[src/rtl/mext_pkg.sv]
// Shared encodings for the M-extension divide issue logic: opcodes, FSM states
// and small opcode decode helpers.
package mext_pkg;

  localparam logic [1:0] OP_DIV  = 2'b00;
  localparam logic [1:0] OP_DIVU = 2'b01;
  localparam logic [1:0] OP_REM  = 2'b10;
  localparam logic [1:0] OP_REMU = 2'b11;

  typedef enum logic [2:0] {
    S_IDLE  = 3'd0,
    S_ISSUE = 3'd1,
    S_WAIT  = 3'd2,
    S_DONE  = 3'd3,
    S_DRAIN = 3'd4
  } div_state_e;

  function automatic logic op_is_rem(input logic [1:0] op);
    return op[1];
  endfunction

  function automatic logic op_is_signed(input logic [1:0] op);
    return ~op[0];
  endfunction

endpackage

[src/rtl/div_issue_ctrl_if.sv]
// EX-stage divide request/result signals plus the sideband to the sibling
// multi-cycle divider. master = issue controller, slave = pipeline + divider.
interface div_issue_ctrl_if #(
  parameter int XLEN = 32
);
  // Handshake: the pipeline holds op_valid/op/rs1/rs2 stable while stallreq=1;
  // res_valid is a one-cycle strobe with result; dv_in_valid is a one-cycle load
  // pulse and the divider reports busy on dv_stallreq until its outputs are final.
  logic            flush;
  logic            op_valid;
  logic [1:0]      op;
  logic [XLEN-1:0] rs1;
  logic [XLEN-1:0] rs2;
  logic            stallreq;
  logic            res_valid;
  logic [XLEN-1:0] result;
  logic            dv_in_valid;
  logic [XLEN-1:0] dv_a;
  logic [XLEN-1:0] dv_b;
  logic            dv_stallreq;
  logic [XLEN-1:0] dv_quotient;
  logic [XLEN-1:0] dv_remainder;

  modport master (
    input  flush, op_valid, op, rs1, rs2, dv_stallreq, dv_quotient, dv_remainder,
    output stallreq, res_valid, result, dv_in_valid, dv_a, dv_b
  );

  modport slave (
    output flush, op_valid, op, rs1, rs2, dv_stallreq, dv_quotient, dv_remainder,
    input  stallreq, res_valid, result, dv_in_valid, dv_a, dv_b
  );

endinterface

[src/rtl/div_sign_fix.sv]
// Conditional two's-complement negate: used both to take operand magnitudes
// and to restore the sign of the divider's quotient/remainder.
module div_sign_fix #(
  parameter int XLEN = 32
) (
  input  logic [XLEN-1:0] val_i,
  input  logic            neg_i,
  output logic [XLEN-1:0] val_o
);

  assign val_o = neg_i ? -val_i : val_i;

endmodule

[src/rtl/div_issue_ctrl.sv]
// Divide issue controller: operand prep, divider handshake, sign correction and
// pipeline stall. Optional last-result cache enabled by DIV_RESULT_CACHE_EN.
module div_issue_ctrl
  import mext_pkg::*;
#(
  parameter int XLEN = 32
) (
  input  logic              clk,
  input  logic              rst_n,
  div_issue_ctrl_if.master  bus,
  output div_state_e        state_o
);

  localparam logic [XLEN-1:0] INT_MIN = {1'b1, {(XLEN-1){1'b0}}};

  div_state_e      state_q, state_d;
  logic            rem_q, rem_d;
  logic            qneg_q, qneg_d;
  logic            rneg_q, rneg_d;
  logic [XLEN-1:0] dv_a_q, dv_a_d;
  logic [XLEN-1:0] dv_b_q, dv_b_d;
  logic [XLEN-1:0] result_q, result_d;
  logic            stallreq, res_valid, dv_in_valid;

  logic            is_signed, div0, ovf, special, accept;
  logic [XLEN-1:0] mag_a, mag_b, fix_q, fix_r;
  logic [XLEN-1:0] spec_res;
  logic            cache_hit;
  logic [XLEN-1:0] hit_res;

  assign is_signed = op_is_signed(bus.op);
  assign div0      = (bus.rs2 == '0);
  assign ovf       = is_signed & (bus.rs1 == INT_MIN) & (bus.rs2 == '1);
  assign special   = div0 | ovf;
  assign accept    = (state_q == S_IDLE) & bus.op_valid & ~bus.flush;

  // Divide-by-zero: q=all ones, r=rs1. Overflow: q=rs1, r=0.
  assign spec_res = op_is_rem(bus.op) ? (div0 ? bus.rs1 : '0)
                                      : (div0 ? '1 : bus.rs1);

  div_sign_fix #(.XLEN(XLEN)) u_abs_a (
    .val_i (bus.rs1),
    .neg_i (is_signed & bus.rs1[XLEN-1]),
    .val_o (mag_a)
  );

  div_sign_fix #(.XLEN(XLEN)) u_abs_b (
    .val_i (bus.rs2),
    .neg_i (is_signed & bus.rs2[XLEN-1]),
    .val_o (mag_b)
  );

  div_sign_fix #(.XLEN(XLEN)) u_fix_q (
    .val_i (bus.dv_quotient),
    .neg_i (qneg_q),
    .val_o (fix_q)
  );

  div_sign_fix #(.XLEN(XLEN)) u_fix_r (
    .val_i (bus.dv_remainder),
    .neg_i (rneg_q),
    .val_o (fix_r)
  );

`ifdef DIV_RESULT_CACHE_EN
  logic            cache_vld_q;
  logic            c_sgn_q;
  logic [XLEN-1:0] c_rs1_q, c_rs2_q, c_q_q, c_r_q;
  logic            cache_wr, cache_clr;

  assign cache_hit = cache_vld_q & (bus.rs1 == c_rs1_q) & (bus.rs2 == c_rs2_q) &
                     (is_signed == c_sgn_q);
  assign hit_res   = op_is_rem(bus.op) ? c_r_q : c_q_q;
  assign cache_wr  = (state_q == S_WAIT) & ~bus.flush & ~bus.dv_stallreq;
  assign cache_clr = (state_q == S_DRAIN) & bus.flush;

  // Operands are still on the bus at capture time: the pipeline holds them while stalled.
  always_ff @(posedge clk) begin
    if (!rst_n) begin
      cache_vld_q <= 1'b0;
      c_sgn_q     <= 1'b0;
      c_rs1_q     <= '0;
      c_rs2_q     <= '0;
      c_q_q       <= '0;
      c_r_q       <= '0;
    end else if (cache_clr) begin
      cache_vld_q <= 1'b0;
    end else if (cache_wr) begin
      cache_vld_q <= 1'b1;
      c_sgn_q     <= is_signed;
      c_rs1_q     <= bus.rs1;
      c_rs2_q     <= bus.rs2;
      c_q_q       <= fix_q;
      c_r_q       <= fix_r;
    end
  end
`else
  assign cache_hit = 1'b0;
  assign hit_res   = '0;
`endif

  always_comb begin
    state_d     = state_q;
    rem_d       = rem_q;
    qneg_d      = qneg_q;
    rneg_d      = rneg_q;
    dv_a_d      = dv_a_q;
    dv_b_d      = dv_b_q;
    result_d    = result_q;
    stallreq    = 1'b0;
    res_valid   = 1'b0;
    dv_in_valid = 1'b0;
    case (state_q)
      S_IDLE: begin
        if (accept) begin
          stallreq = 1'b1;
          rem_d    = op_is_rem(bus.op);
          qneg_d   = is_signed & (bus.rs1[XLEN-1] ^ bus.rs2[XLEN-1]);
          rneg_d   = is_signed & bus.rs1[XLEN-1];
          dv_a_d   = mag_a;
          dv_b_d   = mag_b;
          if (special) begin
            result_d = spec_res;
            state_d  = S_DONE;
          end else if (cache_hit) begin
            result_d = hit_res;
            state_d  = S_DONE;
          end else begin
            state_d  = S_ISSUE;
          end
        end
      end
      S_ISSUE: begin
        stallreq    = 1'b1;
        dv_in_valid = 1'b1;
        state_d     = bus.flush ? S_DRAIN : S_WAIT;
      end
      S_WAIT: begin
        stallreq = 1'b1;
        if (bus.flush) begin
          state_d = S_DRAIN;
        end else if (!bus.dv_stallreq) begin
          result_d = rem_q ? fix_r : fix_q;
          state_d  = S_DONE;
        end
      end
      S_DONE: begin
        res_valid = 1'b1;
        state_d   = S_IDLE;
      end
      S_DRAIN: begin
        // The divider shares no cancel input; wait until it is idle before reuse.
        stallreq = 1'b1;
        if (!bus.dv_stallreq) state_d = S_IDLE;
      end
      default: state_d = S_IDLE;
    endcase
  end

  always_ff @(posedge clk) begin
    if (!rst_n) begin
      state_q  <= S_IDLE;
      rem_q    <= 1'b0;
      qneg_q   <= 1'b0;
      rneg_q   <= 1'b0;
      dv_a_q   <= '0;
      dv_b_q   <= '0;
      result_q <= '0;
    end else begin
      state_q  <= state_d;
      rem_q    <= rem_d;
      qneg_q   <= qneg_d;
      rneg_q   <= rneg_d;
      dv_a_q   <= dv_a_d;
      dv_b_q   <= dv_b_d;
      result_q <= result_d;
    end
  end

  assign bus.stallreq    = stallreq;
  assign bus.res_valid   = res_valid;
  assign bus.result      = result_q;
  assign bus.dv_in_valid = dv_in_valid;
  assign bus.dv_a        = dv_a_q;
  assign bus.dv_b        = dv_b_q;
  assign state_o         = state_q;

endmodule

[src/flat_wrapper.sv]
// flat-port wrapper written by rule: the top's interface ports become plain ports
module div_issue_ctrl_flat import mext_pkg::*;
#(
  parameter int XLEN = 32
)
  (clk, rst_n, state_o, bus_flush, bus_op_valid, bus_op, bus_rs1, bus_rs2, bus_dv_stallreq, bus_dv_quotient, bus_dv_remainder, bus_stallreq, bus_res_valid, bus_result, bus_dv_in_valid, bus_dv_a, bus_dv_b);
  div_issue_ctrl_if #(.XLEN(XLEN)) bus_i ();
  input  logic clk;
  input  logic rst_n;
  output div_state_e state_o;
  input wire logic [$bits(bus_i.flush)-1:0] bus_flush;
  input wire logic [$bits(bus_i.op_valid)-1:0] bus_op_valid;
  input wire logic [$bits(bus_i.op)-1:0] bus_op;
  input wire logic [$bits(bus_i.rs1)-1:0] bus_rs1;
  input wire logic [$bits(bus_i.rs2)-1:0] bus_rs2;
  input wire logic [$bits(bus_i.dv_stallreq)-1:0] bus_dv_stallreq;
  input wire logic [$bits(bus_i.dv_quotient)-1:0] bus_dv_quotient;
  input wire logic [$bits(bus_i.dv_remainder)-1:0] bus_dv_remainder;
  output wire logic [$bits(bus_i.stallreq)-1:0] bus_stallreq;
  output wire logic [$bits(bus_i.res_valid)-1:0] bus_res_valid;
  output wire logic [$bits(bus_i.result)-1:0] bus_result;
  output wire logic [$bits(bus_i.dv_in_valid)-1:0] bus_dv_in_valid;
  output wire logic [$bits(bus_i.dv_a)-1:0] bus_dv_a;
  output wire logic [$bits(bus_i.dv_b)-1:0] bus_dv_b;
  assign bus_i.flush = bus_flush;
  assign bus_i.op_valid = bus_op_valid;
  assign bus_i.op = bus_op;
  assign bus_i.rs1 = bus_rs1;
  assign bus_i.rs2 = bus_rs2;
  assign bus_i.dv_stallreq = bus_dv_stallreq;
  assign bus_i.dv_quotient = bus_dv_quotient;
  assign bus_i.dv_remainder = bus_dv_remainder;
  assign bus_stallreq = bus_i.stallreq;
  assign bus_res_valid = bus_i.res_valid;
  assign bus_result = bus_i.result;
  assign bus_dv_in_valid = bus_i.dv_in_valid;
  assign bus_dv_a = bus_i.dv_a;
  assign bus_dv_b = bus_i.dv_b;
  div_issue_ctrl #(.XLEN(XLEN)) u_core (.clk(clk), .rst_n(rst_n), .bus(bus_i), .state_o(state_o));
endmodule
[config.mk]
export PLATFORM = sky130hd
export DESIGN_NAME = div_issue_ctrl_flat
export DESIGN_NICKNAME = d
export VERILOG_FILES = /design/src/rtl/mext_pkg.sv /design/src/rtl/div_issue_ctrl_if.sv /design/src/rtl/div_sign_fix.sv /design/src/rtl/div_issue_ctrl.sv /design/src/flat_wrapper.sv
export SDC_FILE = /design/constraint.sdc
export NUM_CORES = 1
export LEC_CHECK = 0
export CORE_MARGIN = 8
export CORE_UTILIZATION = 24
export DETAILED_ROUTE_END_ITERATION = 6
export PLACE_DENSITY = 0.45
export SYNTH_ARGS = -nofsm -noshare
export SYNTH_HDL_FRONTEND = slang
export SYNTH_SLANG_ARGS = --single-unit
export TNS_END_PERCENT = 100
[constraint.sdc]
create_clock -name clk -period 4.05 [get_ports clk]
set_input_delay 0.6075 -clock clk [delete_from_list [all_inputs] [get_ports clk]]
set_output_delay 0.6075 -clock clk [all_outputs]
set_load 0.01 [all_outputs]
==> flow_metrics.py <==
metrics = {
    "min_path": {
        "hold-path-cell-count": 2,
        "min-delay-path-class": "reg -> reg",
    },
    "worst_setup_path": {
        "timing.critical_path.to": "u_core.bus.result[18]",
        "crit_family": "simple AND/OR/NAND/NOR gates",
        "worst-setup-path-type": "in -> reg",
        "critical_path_depth": 8,
        "worstPathRequired_ps": 4320,
        "setup_slack_on_the_worst_flop_to_flop_path_ps": 1260,
        "critical_path.cell_chain": "clkdlybuf4s50_1, or4_4, or4_4, or4_4, maj3_2, a2111oi_4, nand2_1, a21oi_1",
        "regToRegStartpoint": "u_core.state_o[1]",
        "worstSetupEndpointType": "flip-flop",
        "critPathLaunch": "bus_rs2[14]",
        "worst-path-buf-inv": 1,
        "critPathSlowestCell": "or4_4",
        "path_depth_of_the_worst_reg2reg_path": 5,
        "startpoint_type": "input port",
        "timing.critical_path.arrival_ps": 3800,
        "worst_path_most_repeated_cell": "or4_4",
        "timing.critical_path.fanout_max": 14,
        "critical_path.max_stage_delay_ps": 660,
        "reg2reg_to": "u_core.bus.result[14]",
    },
    "timing": {
        "fmax_mhz": 283.1,
        "worst_slew_pin_slew_ps": 1055,
        "finalSetupViolCount": 0,
        "worst_hold_slack_ps": 462.1,
        "slew_viol_final": 0,
        "setup-tns-final_ps": 0,
        "final_min_period_over_clock_period_pct": 87.23,
        "min_period_ps": 3533,
        "timing.final.hold_violations": 0,
        "unrepaired_setup_endpoints_after_global_routing": "false",
        "final.setup_skew_ps": 8.551,
        "timing.slew.headroom_pct": 29.67,
    },
    "cells_and_area": {
        "postLayoutCoreUtil_pct": 34.99,
        "syn2layout_area_growth_pct": 43.43,
        "stdcell_count": 1557,
        "layout_commonest_cell": "clkdlybuf4s50_1",
        "layout_common_cells": "clkdlybuf4s50_1, nor2_1, dfxtp_1",
        "drive_gt1_share_pct": 5.847,
        "final_net_count": 1299,
    },
    "grt": {
        "grt_pass1_wl_um": 46840,
        "gr-usage-all-layers_pct": 16.58,
        "gr-total-overflow": 0,
        "grt_start_max_net_pins": 55,
        "initial_antenna_violation_count": 4,
        "grt_pass1_vias": 7680,
    },
    "synthesis": {
        "post_synth.cell_area_avg_sq_um": 7.619,
        "synth_simple_gate_area_share_pct": 21.35,
        "synth_fp_nets": 1089,
        "mappedNetlistArea_sq_mm": 0.007231,
        "yosys.cell_types.count": 60,
        "synth_enable_flop_cells": 0,
        "netlist_instances": 949,
        "synth_fa_ha_area_share_pct": 3.997,
        "register_area_share_after_synthesis_pct": 28.24,
        "synth_seq_cells": 102,
        "post_synth_xor_area_fraction_pct": 13.81,
        "yosys_warnings": 0,
        "dominantRegCellSynth": "dfxtp_1",
        "synth-compound-area-share_pct": 26.91,
        "portion_of_netlist_area_occupied_by_mux_cells_pct": 0.5537,
        "largest_family_of_logic_cells_by_synthesized_area": "compound AO/OA/AOI/OAI gates",
        "synthArstFlopShare_pct": 0,
    },
    "placement": {
        "place_hpwl_um": 24680,
        "portBuffers": 236,
        "placed_cells_incl_taps": 1538,
        "finalWeightedCongestion": 0.8802,
    },
    "routing": {
        "post_drt_wl_per_cell_um": 19.78,
        "final_antenna_net_count": 0,
        "totalWireLength_um": 30800,
        "detail_route.iter0.violations": 554,
        "drt_pre_antenna_iters": 5,
        "drc_errors": 0,
        "detail_route.vias_per_cell": 5.022,
        "route.vias.total": 7819,
    },
    "floorplanning": {
        "io_pins": 237,
        "initial_core_util_pct": 24.40,
        "core_region_area_sq_mm": 0.02964,
        "placementRows": 63,
        "die_y_um": 189.6,
        "floorplan.die.width_um": 189.6,
        "die-area_sq_mm": 0.03594,
    },
    "clock_network": {
        "cts_inserted_buffers": 9,
        "cts.sink_count": 102,
        "clk_latency_ps": 350,
        "cts.htree.levels": 3,
        "cts.root.buffer_cell": "clkbuf_16",
        "post_cts_hold_buffer_count": 0,
        "tritoncts": "built",
        "cts.repair.resized": 0,
        "max-clock-path-buffers": 2,
        "post-cts-setup-buffers": 0,
        "clk_pin_slew_ps": 70,
    },
    "power": {
        "p_leak_nw": 3.332,
        "power.ir.vdd_worst_v": 0.0001666,
        "p_per_area_mw_per_mm2": 260.1,
    },
    "outcome": {
        "outcome": "completed",
    },
    "run": {
        "timing.max_cap.violations": 0,
    },
}
## state kept, by name, indices dropped and copies added, names as in the netlist
register and cells:
u_core.state_o 3, u_core.rneg_q 1, u_core.rem_q 1, u_core.bus.dv_a 32
u_core.bus.dv_b 32, u_core.bus.result 32, u_core.qneg_q 1
## synth_stat cells (all sizes together), types with 2 or more instances
| cell type | n | area, sq um |
|---|---|---|
| mux2i | 4 | 40.04 |
| o22ai | 8 | 50.05 |
| o21ai | 78 | 405.4 |
| nand2 | 59 | 221.5 |
| a31oi | 15 | 93.84 |
| xor2 | 61 | 534.3 |
| o31a | 2 | 17.52 |
| buf | 9 | 57.55 |
| nor3b | 4 | 30.03 |
| a221oi | 3 | 26.28 |
| ha | 5 | 62.56 |
| and2 | 2 | 12.51 |
| a2111oi | 2 | 36.29 |
| nand4 | 19 | 118.9 |
| nand3b | 5 | 37.54 |
| clkbuf | 59 | 224.0 |
| nand3 | 20 | 100.1 |
| or4 | 20 | 161.4 |
| o41ai | 20 | 175.2 |
| a22oi | 10 | 75.07 |
| a311oi | 2 | 17.52 |
| nor2b | 3 | 18.77 |
| maj3 | 22 | 226.5 |
| nand2b | 8 | 50.05 |
| or2 | 5 | 31.28 |
| or3 | 8 | 50.05 |
| nor3 | 20 | 100.1 |
| and3 | 2 | 12.51 |
| a21oi | 62 | 310.3 |
| o211ai | 9 | 67.56 |
| nor4 | 21 | 146.4 |
| dfxtp | 102 | 2042 |
| xnor2 | 53 | 464.2 |
| nor2 | 111 | 416.7 |
| inv | 23 | 86.33 |
| a211oi | 55 | 412.9 |
| o31ai | 25 | 187.7 |
## where the power goes
part	switching, mW	internal, mW	total, mW
clock network	0.417	0.482	0.900
logic	0.361	0.353	0.714
registers	0.0311	1.05	1.08
## worst reg2reg max path: stages (launching register included)
cell	delay [ps]
dfxtp_1	540
or3b_2	800
nor2_1	790
a22oi_1	250
o211ai_1	160
a21oi_1	90
## through the flow
step | worst slack, ps | area, sq um | power [mW]
after floorplan | 834.4 | 7231 | 1.422
after detailed placement | 179.4 | 10070 | 1.825
final | 517.3 | 10370 | 2.697
after global placement | 208.7 | 10070 | 1.824
after global routing | 409.5 | 10370 | 2.846
after CTS | 533.5 | 10360 | 2.748
## per-layer routing
metal	up-vias	GRT usage [%]	routed length [um]	part of all wire (%)
li1	3934	-	-	-
met1	3637	22.48	14820	48
met2	223	25.96	13590	44
met3	25	3.460	1800	5.8
met4	0	5.262	584	1.9
met5	-	0	0	0
## cell families (layout without fill, tap and decap cells)
family / after synthesis / in the layout
and+or+nand+nor: 311 / 311
DFF: 102 / 102
adders and majority gates: 27 / 27
buffers and inverters: 92 / 306
other: 0 / 4
xor gates and xnor gates: 114 / 114
AOI/OAI and AO/OA: 299 / 299
muxes: 4 / 4
## cell type report
type,count,area [sq um]
fill,3224,19270
multi-input combinational,755,4827
timing repair buffer,267,2620
sequential,102,2042
tap,390,488.0
clock buffer,9,225.2
inverter,24,90.09
clock inverter,6,68.82
antenna,4,10.01
## worst min path at each step
stage                                    end               start  slack, ps
after floorplan           u_core.bus.dv_b[8]  u_core.bus.dv_b[8]        480
final                     u_core.bus.dv_b[0]  u_core.bus.dv_b[0]        460
after CTS                 u_core.bus.dv_b[0]  u_core.bus.dv_b[0]        460
after global routing      u_core.bus.dv_b[0]  u_core.bus.dv_b[0]        490
after detailed placement  u_core.bus.dv_b[0]  u_core.bus.dv_b[0]        450
after global placement    u_core.bus.dv_b[8]  u_core.bus.dv_b[8]        440
Power figures use the tool's default switching activity.
